$ cat src/rtl/reg_transfer_sched.sv
// Register-file transfer sequencer: arbitrates two command sources and
// drives the register select codes, one bus transfer per cycle, including
// masked multi-register save/restore bursts that strobe memory.
module reg_transfer_sched #(
    parameter int RR_EN  = 1,
    parameter int MASK_W = 11
) (
    input  logic              clk,
    input  logic              r,
    input  logic              req0_valid,
    input  logic [1:0]        req0_op,
    input  logic [3:0]        req0_src,
    input  logic [3:0]        req0_dst,
    input  logic [MASK_W-1:0] req0_mask,
    output logic              req0_ready,
    input  logic              req1_valid,
    input  logic [1:0]        req1_op,
    input  logic [3:0]        req1_src,
    input  logic [3:0]        req1_dst,
    input  logic [MASK_W-1:0] req1_mask,
    output logic              req1_ready,
    output logic              grant_id,
    output logic [3:0]        rso,
    output logic [3:0]        rsi,
    output logic              mem_we,
    output logic              mem_oe,
    output logic [3:0]        mem_ofs,
    output logic              busy,
    output logic              done,
    output logic              err
);

    typedef enum logic [1:0] {
        S_IDLE  = 2'd0,
        S_MOV   = 2'd1,
        S_BURST = 2'd2
    } state_e;

    typedef enum logic [1:0] {
        OP_MOV     = 2'd0,
        OP_RSV     = 2'd1,
        OP_SAVE    = 2'd2,
        OP_RESTORE = 2'd3
    } op_e;

    state_e            state_q, state_d;
    logic              last_q, last_d;
    logic              grant_q, grant_d;
    logic [MASK_W-1:0] rem_q, rem_d;
    logic              dir_q, dir_d;
    logic [1:0]        ready_q, ready_d;
    logic [3:0]        rso_q, rso_d;
    logic [3:0]        rsi_q, rsi_d;
    logic              we_q, we_d;
    logic              oe_q, oe_d;
    logic [3:0]        ofs_q, ofs_d;
    logic              busy_q, busy_d;
    logic              done_q, done_d;
    logic              err_q, err_d;

    logic              win;
    logic              acc;
    logic              acc_id;
    op_e               cmd_op;
    logic [3:0]        cmd_src;
    logic [3:0]        cmd_dst;
    logic [MASK_W-1:0] cmd_mask;
    logic [MASK_W-1:0] beat_mask;
    logic [3:0]        beat_idx;
    logic [MASK_W-1:0] beat_rem;
    logic              do_beat;

    function automatic logic [3:0] first_set(input logic [MASK_W-1:0] m);
        logic [3:0] idx;
        logic       found;
        idx   = '0;
        found = 1'b0;
        for (int unsigned i = 0; i < MASK_W; i++) begin
            if (m[i] && !found) begin
                idx   = 4'(i);
                found = 1'b1;
            end
        end
        return idx;
    endfunction

    // Arbitration winner, accepted command mux and current burst beat selection
    always_comb begin
        win = 1'b0;
        unique case ({req1_valid, req0_valid})
            2'b10:   win = 1'b1;
            2'b11:   win = (RR_EN != 0) ? ~last_q : 1'b0;
            default: win = 1'b0;
        endcase
        acc    = (state_q == S_IDLE) &&
                 ((req0_valid && ready_q[0]) || (req1_valid && ready_q[1]));
        acc_id = req1_valid && ready_q[1];
        if (acc_id) begin
            cmd_op   = op_e'(req1_op);
            cmd_src  = req1_src;
            cmd_dst  = req1_dst;
            cmd_mask = req1_mask;
        end else begin
            cmd_op   = op_e'(req0_op);
            cmd_src  = req0_src;
            cmd_dst  = req0_dst;
            cmd_mask = req0_mask;
        end
        beat_mask = (state_q == S_IDLE) ? cmd_mask : rem_q;
        beat_idx  = first_set(beat_mask);
        beat_rem  = beat_mask & ~(MASK_W'(1) << beat_idx);
    end

    // Next state and next registered outputs; outputs reflect what the
    // following cycle shows, so a command accepted now drives next cycle
    always_comb begin
        state_d = state_q;
        last_d  = last_q;
        grant_d = grant_q;
        rem_d   = rem_q;
        dir_d   = dir_q;
        ready_d = '0;
        rso_d   = '0;
        rsi_d   = '0;
        we_d    = 1'b0;
        oe_d    = 1'b0;
        ofs_d   = '0;
        busy_d  = 1'b0;
        done_d  = 1'b0;
        err_d   = 1'b0;
        do_beat = 1'b0;

        case (state_q)
            S_IDLE: begin
                if (acc) begin
                    grant_d = acc_id;
                    last_d  = acc_id;
                    busy_d  = 1'b1;
                    state_d = S_MOV;
                    case (cmd_op)
                        OP_MOV: begin
                            if (cmd_src >= 4'd9 || cmd_dst >= 4'd12) begin
                                err_d = 1'b1;
                            end else begin
                                done_d = 1'b1;
                                if (cmd_src != cmd_dst && cmd_src != '0 && cmd_dst != '0) begin
                                    rso_d = cmd_src;
                                    rsi_d = cmd_dst;
                                end
                            end
                        end
                        OP_SAVE, OP_RESTORE: begin
                            // DS/SS/ES cannot be read onto the bus, so saving them is rejected
                            if (cmd_op == OP_SAVE && (cmd_mask >> 8) != '0) begin
                                err_d = 1'b1;
                            end else if (cmd_mask == '0) begin
                                done_d = 1'b1;
                            end else begin
                                dir_d   = (cmd_op == OP_RESTORE);
                                state_d = S_BURST;
                                do_beat = 1'b1;
                            end
                        end
                        default: err_d = 1'b1;
                    endcase
                end
            end
            S_MOV: begin
                state_d = S_IDLE;
            end
            S_BURST: begin
                if (rem_q == '0) begin
                    state_d = S_IDLE;
                end else begin
                    busy_d  = 1'b1;
                    ofs_d   = ofs_q + 4'd1;
                    do_beat = 1'b1;
                end
            end
            default: state_d = S_IDLE;
        endcase

        if (do_beat) begin
            rem_d  = beat_rem;
            done_d = (beat_rem == '0);
            if (dir_d) begin
                rsi_d = beat_idx + 4'd1;
                oe_d  = 1'b1;
            end else begin
                rso_d = beat_idx + 4'd1;
                we_d  = 1'b1;
            end
        end

        // Ready is offered only for a cycle spent in IDLE, never on a done cycle
        if (state_d == S_IDLE && (req0_valid || req1_valid)) begin
            ready_d[win] = 1'b1;
        end
    end

    // State and output registers with synchronous reset
    always_ff @(posedge clk) begin
        if (r) begin
            state_q <= S_IDLE;
            last_q  <= 1'b1;
            grant_q <= 1'b0;
            rem_q   <= '0;
            dir_q   <= 1'b0;
            ready_q <= '0;
            rso_q   <= '0;
            rsi_q   <= '0;
            we_q    <= 1'b0;
            oe_q    <= 1'b0;
            ofs_q   <= '0;
            busy_q  <= 1'b0;
            done_q  <= 1'b0;
            err_q   <= 1'b0;
        end else begin
            state_q <= state_d;
            last_q  <= last_d;
            grant_q <= grant_d;
            rem_q   <= rem_d;
            dir_q   <= dir_d;
            ready_q <= ready_d;
            rso_q   <= rso_d;
            rsi_q   <= rsi_d;
            we_q    <= we_d;
            oe_q    <= oe_d;
            ofs_q   <= ofs_d;
            busy_q  <= busy_d;
            done_q  <= done_d;
            err_q   <= err_d;
        end
    end

    assign req0_ready = ready_q[0];
    assign req1_ready = ready_q[1];
    assign grant_id   = grant_q;
    assign rso        = rso_q;
    assign rsi        = rsi_q;
    assign mem_we     = we_q;
    assign mem_oe     = oe_q;
    assign mem_ofs    = ofs_q;
    assign busy       = busy_q;
    assign done       = done_q;
    assign err        = err_q;

endmodule

$ cat config.mk
export PLATFORM = sky130hd
export DESIGN_NAME = reg_transfer_sched
export DESIGN_NICKNAME = d
export VERILOG_FILES = /design/src/rtl/reg_transfer_sched.sv
export SDC_FILE = /design/constraint.sdc
export NUM_CORES = 1
export LEC_CHECK = 0
export CAP_MARGIN = 40
export CORE_UTILIZATION = 50
export CTS_BUF_LIST = sky130_fd_sc_hd__clkbuf_8 sky130_fd_sc_hd__clkbuf_16
export DETAILED_ROUTE_END_ITERATION = 10
export PLACE_DENSITY = 0.8
export SLEW_MARGIN = 20
export SYNTH_ARGS = -nofsm -noshare
export SYNTH_HDL_FRONTEND = slang
export SYNTH_SLANG_ARGS = --single-unit
export TNS_END_PERCENT = 1
$ cat constraint.sdc
create_clock -name clk -period 7.41 [get_ports clk]
set_clock_uncertainty 0.1 [all_clocks]
set_input_delay 1.1115 -clock clk [delete_from_list [all_inputs] [get_ports clk]]
set_output_delay 1.1115 -clock clk [all_outputs]
set_load 0.005 [all_outputs]
======== Word level (Yosys, flattened, before mapping) ========
Cells that the tools add are included.
word-level totals
  input port bits ......................... 46
  bits in registers ....................... 35
operators by class
  equality and inequality tests ........... 6
  magnitude comparators ................... 4
  add/sub/neg operators ................... 2
  bitwise gates (word level) .............. 8
  multiplexer cells ....................... 73
  reduce and logical (&&, ||, !) cells .... 46
  shift operators ......................... 1
operator list
  cell                                                                           number
  4-bit two-way mux                                                              25
  11-bit zero test                                                               3
  1-bit two-way mux                                                              33
  11-bit two-way mux                                                             2
  1-bit logical AND                                                              18
  2-bit two-way mux                                                              6
  11-bit bitwise AND                                                             1
  11-bit NOT                                                                     1
  11-bit nonzero test                                                            1
  1-bit by 4-bit left shift with 11-bit output (first input constant)            1
  2-bit == test (second input constant)                                          5
  1-bit zero test                                                                10
  1-bit one-hot mux with 2 select lines                                          5
  4-bit by 1-bit adder with 4-bit output (second input constant)                 2
  4-bit greater-or-equal comparator (second input constant)                      2
  4-bit nonzero test                                                             2
  2-bit zero test                                                                3
  1-bit NOT                                                                      6
  2-bit OR reduction                                                             3
  3-bit OR reduction                                                             2
  4-bit != test                                                                  1
  2-bit one-hot mux with 2 select lines                                          1
  1-bit logical OR                                                               3
  1-bit by 2-bit less-than comparator with 1-bit output (second input constant)  1
  3 further kinds                                                                3

======== Depth between registers and ports, before layout ========
  word-level depth ........................ 39
  mapped depth ............................ 13
  depth with buffers taken out ............ 11

======== Least setup slack after synthesis ========
Ideal clock, no wire load.
  path type ............................... input port to flip-flop
  from .................................... in req1_valid
  to ...................................... reg done_q (netlist: done)
  path slack .............................. 3,739 ps
  stages on the path ...................... 11
  data arrival time ....................... 3,484 ps
  cells stage by stage .................... buf_4 -> buf_4 -> a21boi_0 -> o31ai_4 -> or2b_1 -> a211o_1 -> nand2_1 -> ha_1 -> a41oi_1 -> or4b_1 -> o31ai_1
between the ends
  cells in the longest elaborated chain, start to end .. 39
  elaborated cells between the ends (all ways) .. 74
  those cells by class .................... order compare (2); eq/ne (2); shift (1); mux (37); bitwise (2); reduce/logical (30)
RTL lines
  element                                       RTL line  text
  start: declaration                            16        input logic req1_valid,
  1-bit logical AND (*)                         96, 97
  11-bit two-way mux                            98        if (acc_id) begin
  11-bit two-way mux                            109       beat_mask = (state_q == S_IDLE) ? cmd_mask : rem_q;
  1-bit two-way mux                             79        if (m[i] && !found) begin
  1-bit zero test                               79
  1-bit logical AND                             79
  1-bit two-way mux                             79
  1-bit zero test                               79
  (+23 left out)                                n/a
  1-bit zero test                               79
  1-bit logical AND                             79
  4-bit two-way mux                             79
  1-bit by 4-bit left shift with 11-bit output  111       beat_rem = beat_mask & ~(MASK_W'(1) << beat_idx);
  11-bit NOT                                    111
  11-bit bitwise AND                            111
  11-bit zero test                              185       done_d = (beat_rem == '0);
  1-bit two-way mux (*)                         183       if (do_beat) begin
  end signal: assignment                        231       done_q <= done_d;
  end: declaration                              58        logic done_q, done_d;
Every way passes the cells marked *; elsewhere a longest branch is shown, timed or not.
A chain may end at the register's enable or synchronous reset.

======== Final worst setup path ========
Ends and elaborated chain as after synthesis.

==> flow_summary_export.csv <==
group,metric,value,unit
status,status,"finished, final reports clean",
critical_path,cp.required,7.51,ns
cts,cts_tree,"built",
sta,rsz0062_at_grt,"no",
power_and_ir_drop,combPwrFrac,29.0,%
placement,dp_hpwl,6122,um
power_and_ir_drop,vdd_drop_max,161.8,uV
power_and_ir_drop,powerDensity,143.8,nW/um2
floorplanning,start_util,51.78,%
sta,slew_headroom,51.77,%
power_and_ir_drop,p_sw_share,31.31,%
power_and_ir_drop,fin_total_pwr,0.4866,mW
final_layout,area_delta_synth_final,28.81,%
yosys,yosys_warnings,0,
routing,drc,0,
routing,ant_nets,0,
sta,tightest_slew,0.7227,ns
placement,gp_congestion,0.9608,
placement,place_area,3274,um2
critical_path,crit_arrival,4.55,ns
power_and_ir_drop,p_seq_share,40.5,%
yosys,netlist_area,2628,um2
global_routing,grt_max_degree,44,
sta,min_period,4.447,ns
global_routing,grt_pass1_wl,12890,um
sta,setup_viol_count_final,0,
yosys,async_flop_share,0,%
critical_path,critPathCaptureType,"register",
cts,clkTransAtPathRegs,0.07,ns
yosys,synth_ff_type,"dfxtp_1",
critical_path,critPathLaunchType,"input port",
global_routing,track_usage,30.44,%
floorplanning,die_y,74.49,um
cts,cts_buffer_depth,2,
routing,drtPass1Iterations,4,
critical_path,worst-setup-path-type,"in -> reg",
sta,tns,0,ns
cts,clk-insertion-delay-late,0.29,ns
sta,hold_viol_final,0,
yosys,synthTopCellsByCount,"dfxtp_1, nand2_1, nor2_1",
power_and_ir_drop,total_leakage_power,1.311,nW
yosys,synth_seq_area_share,26.67,%
yosys,synth_seq_cells,35,
routing,wl_per_cell,17.75,um
final_layout,nets,434,
cts,cts-root-buf,"clkbuf_8",
critical_path,path_max_fanout,43,
global_routing,grt_pass1_vias,2651,
power_and_ir_drop,intPower,0.3342,mW
final_layout,design_area,3385,um2
floorplanning,die_area,5549,um2
power_and_ir_drop,p_switching,0.1524,mW
cts,htree_levels,2,
yosys,synth_top_area_share,26.67,%
yosys,ys_top_cells_by_area,"dfxtp_1, a21oi_1, nand2_1, nor2_1, and3_1",
sta,whs,0.3604,ns
yosys,synth-edff-count,0,
placement,post-place-ws,2.738,ns
routing,drtIter0Drc,232,
worst_hold_path,min_path_type,"reg -> reg",
floorplanning,io_pins,66,
yosys,synth_most_common_cell,"dfxtp_1",
sta,fmax,0.2249,GHz
cts,clock_sinks,35,
yosys,ys_types,70,
cts,postCtsSetupBuffers,0,
floorplanning,die_width,74.49,um
placement,portBuffers,65,
job,max-cap-violations,0,
global_routing,grt_overflow_total,0,
final_layout,antennaDiodeCount,0,
cts,cts_made_buffers,5,
cts,post_cts_resized,0,
routing,vias_per_cell,6.060,
yosys,synth.largest_area_cell,"dfxtp_1",
floorplanning,rows,26,
global_routing,antenna_found_initial,0,
sta,period_share,60.01,%
routing,vias,2739,
final_layout,drive_gt1_share,8.639,%
yosys,avgSynthCellArea,8.060,um2
yosys,syn-num-nets,379,
power_and_ir_drop,power_frac_clock,30.5,%
sta,slew_viol_final,0,
final_layout,fillers,446,
sta,worst_slack,2.963,ns
routing,wirelength,8021,um
yosys,synthCells,326,
floorplanning,core_area,5075,um2
cts,holdBufCountCts,0,
per-stage QoR:
| stage | utilization, % | cells |
|---|---|---|
| after detailed placement | 64.52 | 443 |
| after CTS | 66.47 | 451 |
| after global routing | 66.69 | 452 |
| final | 66.69 | 452 |
| after global placement | 64.52 | 443 |
| after floorplan | - | 326 |
layer usage:
metal / up-vias / routed length (um) / share of wire, % / GRT usage (%)
met3: 15 / 361 / 4.5 / 5.420
met1: 1314 / 3542 / 44 / 38.47
met2: 77 / 4000 / 50 / 53.45
met5: - / 0 / 0 / 0
li1: 1333 / - / - / -
met4: 0 / 117 / 1.5 / 7.338
placed cells by master (no fill, tap or decap), types with 4 or more instances in the layout:
cell type,synthesis,routed
clkdlybuf4s50_1,0,65
dfxtp_1,35,35
nand2_1,31,31
nor2_1,30,30
a21oi_1,24,24
and3_1,16,16
nand3_1,13,13
a21boi_0,9,9
o21bai_1,9,9
nor3_1,8,8
o21ai_0,7,7
ha_1,7,7
mux2i_1,6,6
inv_1,6,6
and2_1,6,6
clkbuf_8,0,6
nor4_1,5,5
a211o_1,5,5
a21bo_2,5,5
a211oi_1,4,4
or3_1,4,4
o31ai_1,4,4
nand2b_1,4,4
nand3b_1,4,4
critical path, cell delays in order:
cell and delay (ns):
clkdlybuf4s50_1 0.45, buf_4 0.33, nand2_1 0.39, o311ai_1 0.36, o21ai_0 0.13, a221oi_1 0.39
o32a_1 0.23, ha_1 0.26, a41oi_1 0.13, or4b_1 0.52, o31ai_1 0.24
registers in the layout (all words and copies together), names as in the netlist:
register and cells:
rem_q 11, mem_ofs 4, rsi 4, rso 4, ready_q 2, state_q 2
busy 1, dir_q 1, done 1, err 1, grant_id 1, last_q 1
mem_oe 1, mem_we 1
kinds of logic (layout without fill, tap and decap cells):
group | count (synthesis) | count (layout) | share of synthesized area [%]
buffers and inverters | 26 | 82 | 4.905
and+or+nand+nor | 137 | 137 | 27.48
muxes | 7 | 7 | 2.714
adders and majority gates | 7 | 7 | 3.333
DFF | 35 | 35 | 26.67
xor gates and xnor gates | 2 | 2 | 0.6668
AOI/OAI and AO/OA | 112 | 112 | 34.24
power by group through the flow:
stage	logic [mW]	clock network, mW	registers [mW]
final	0.141	0.149	0.197
after global placement	0.136	0	0.201
after global routing	0.155	0.156	0.197
after floorplan	0.0863	0	0.199
after CTS	0.138	0.151	0.197
after detailed placement	0.137	0	0.201
final timing paths:
| check | from | slack, ns | cells past startpoint | endpoint |
|---|---|---|---|---|
| max | req1_valid | 2.96 | 11 | done |
| min | mem_ofs[0] | 0.36 | 1 | mem_ofs[0] |
| max reg2reg | ready_q[1] | 3.93 | 10 | done |
| min reg2reg | mem_ofs[0] | 0.36 | 1 | mem_ofs[0] |
final cells by class:
cell class | count | area (um2) | area share (%)
multi-input combinational | 265 | 1798 | 53.12
sequential | 35 | 700.7 | 20.70
timing repair buffer | 68 | 676.9 | 20.00
tap | 70 | 87.58 | 2.588
clock buffer | 6 | 82.58 | 2.440
inverter | 6 | 22.52 | 0.6654
clock inverter | 2 | 16.27 | 0.4806
Power figures use the tool's default switching activity.
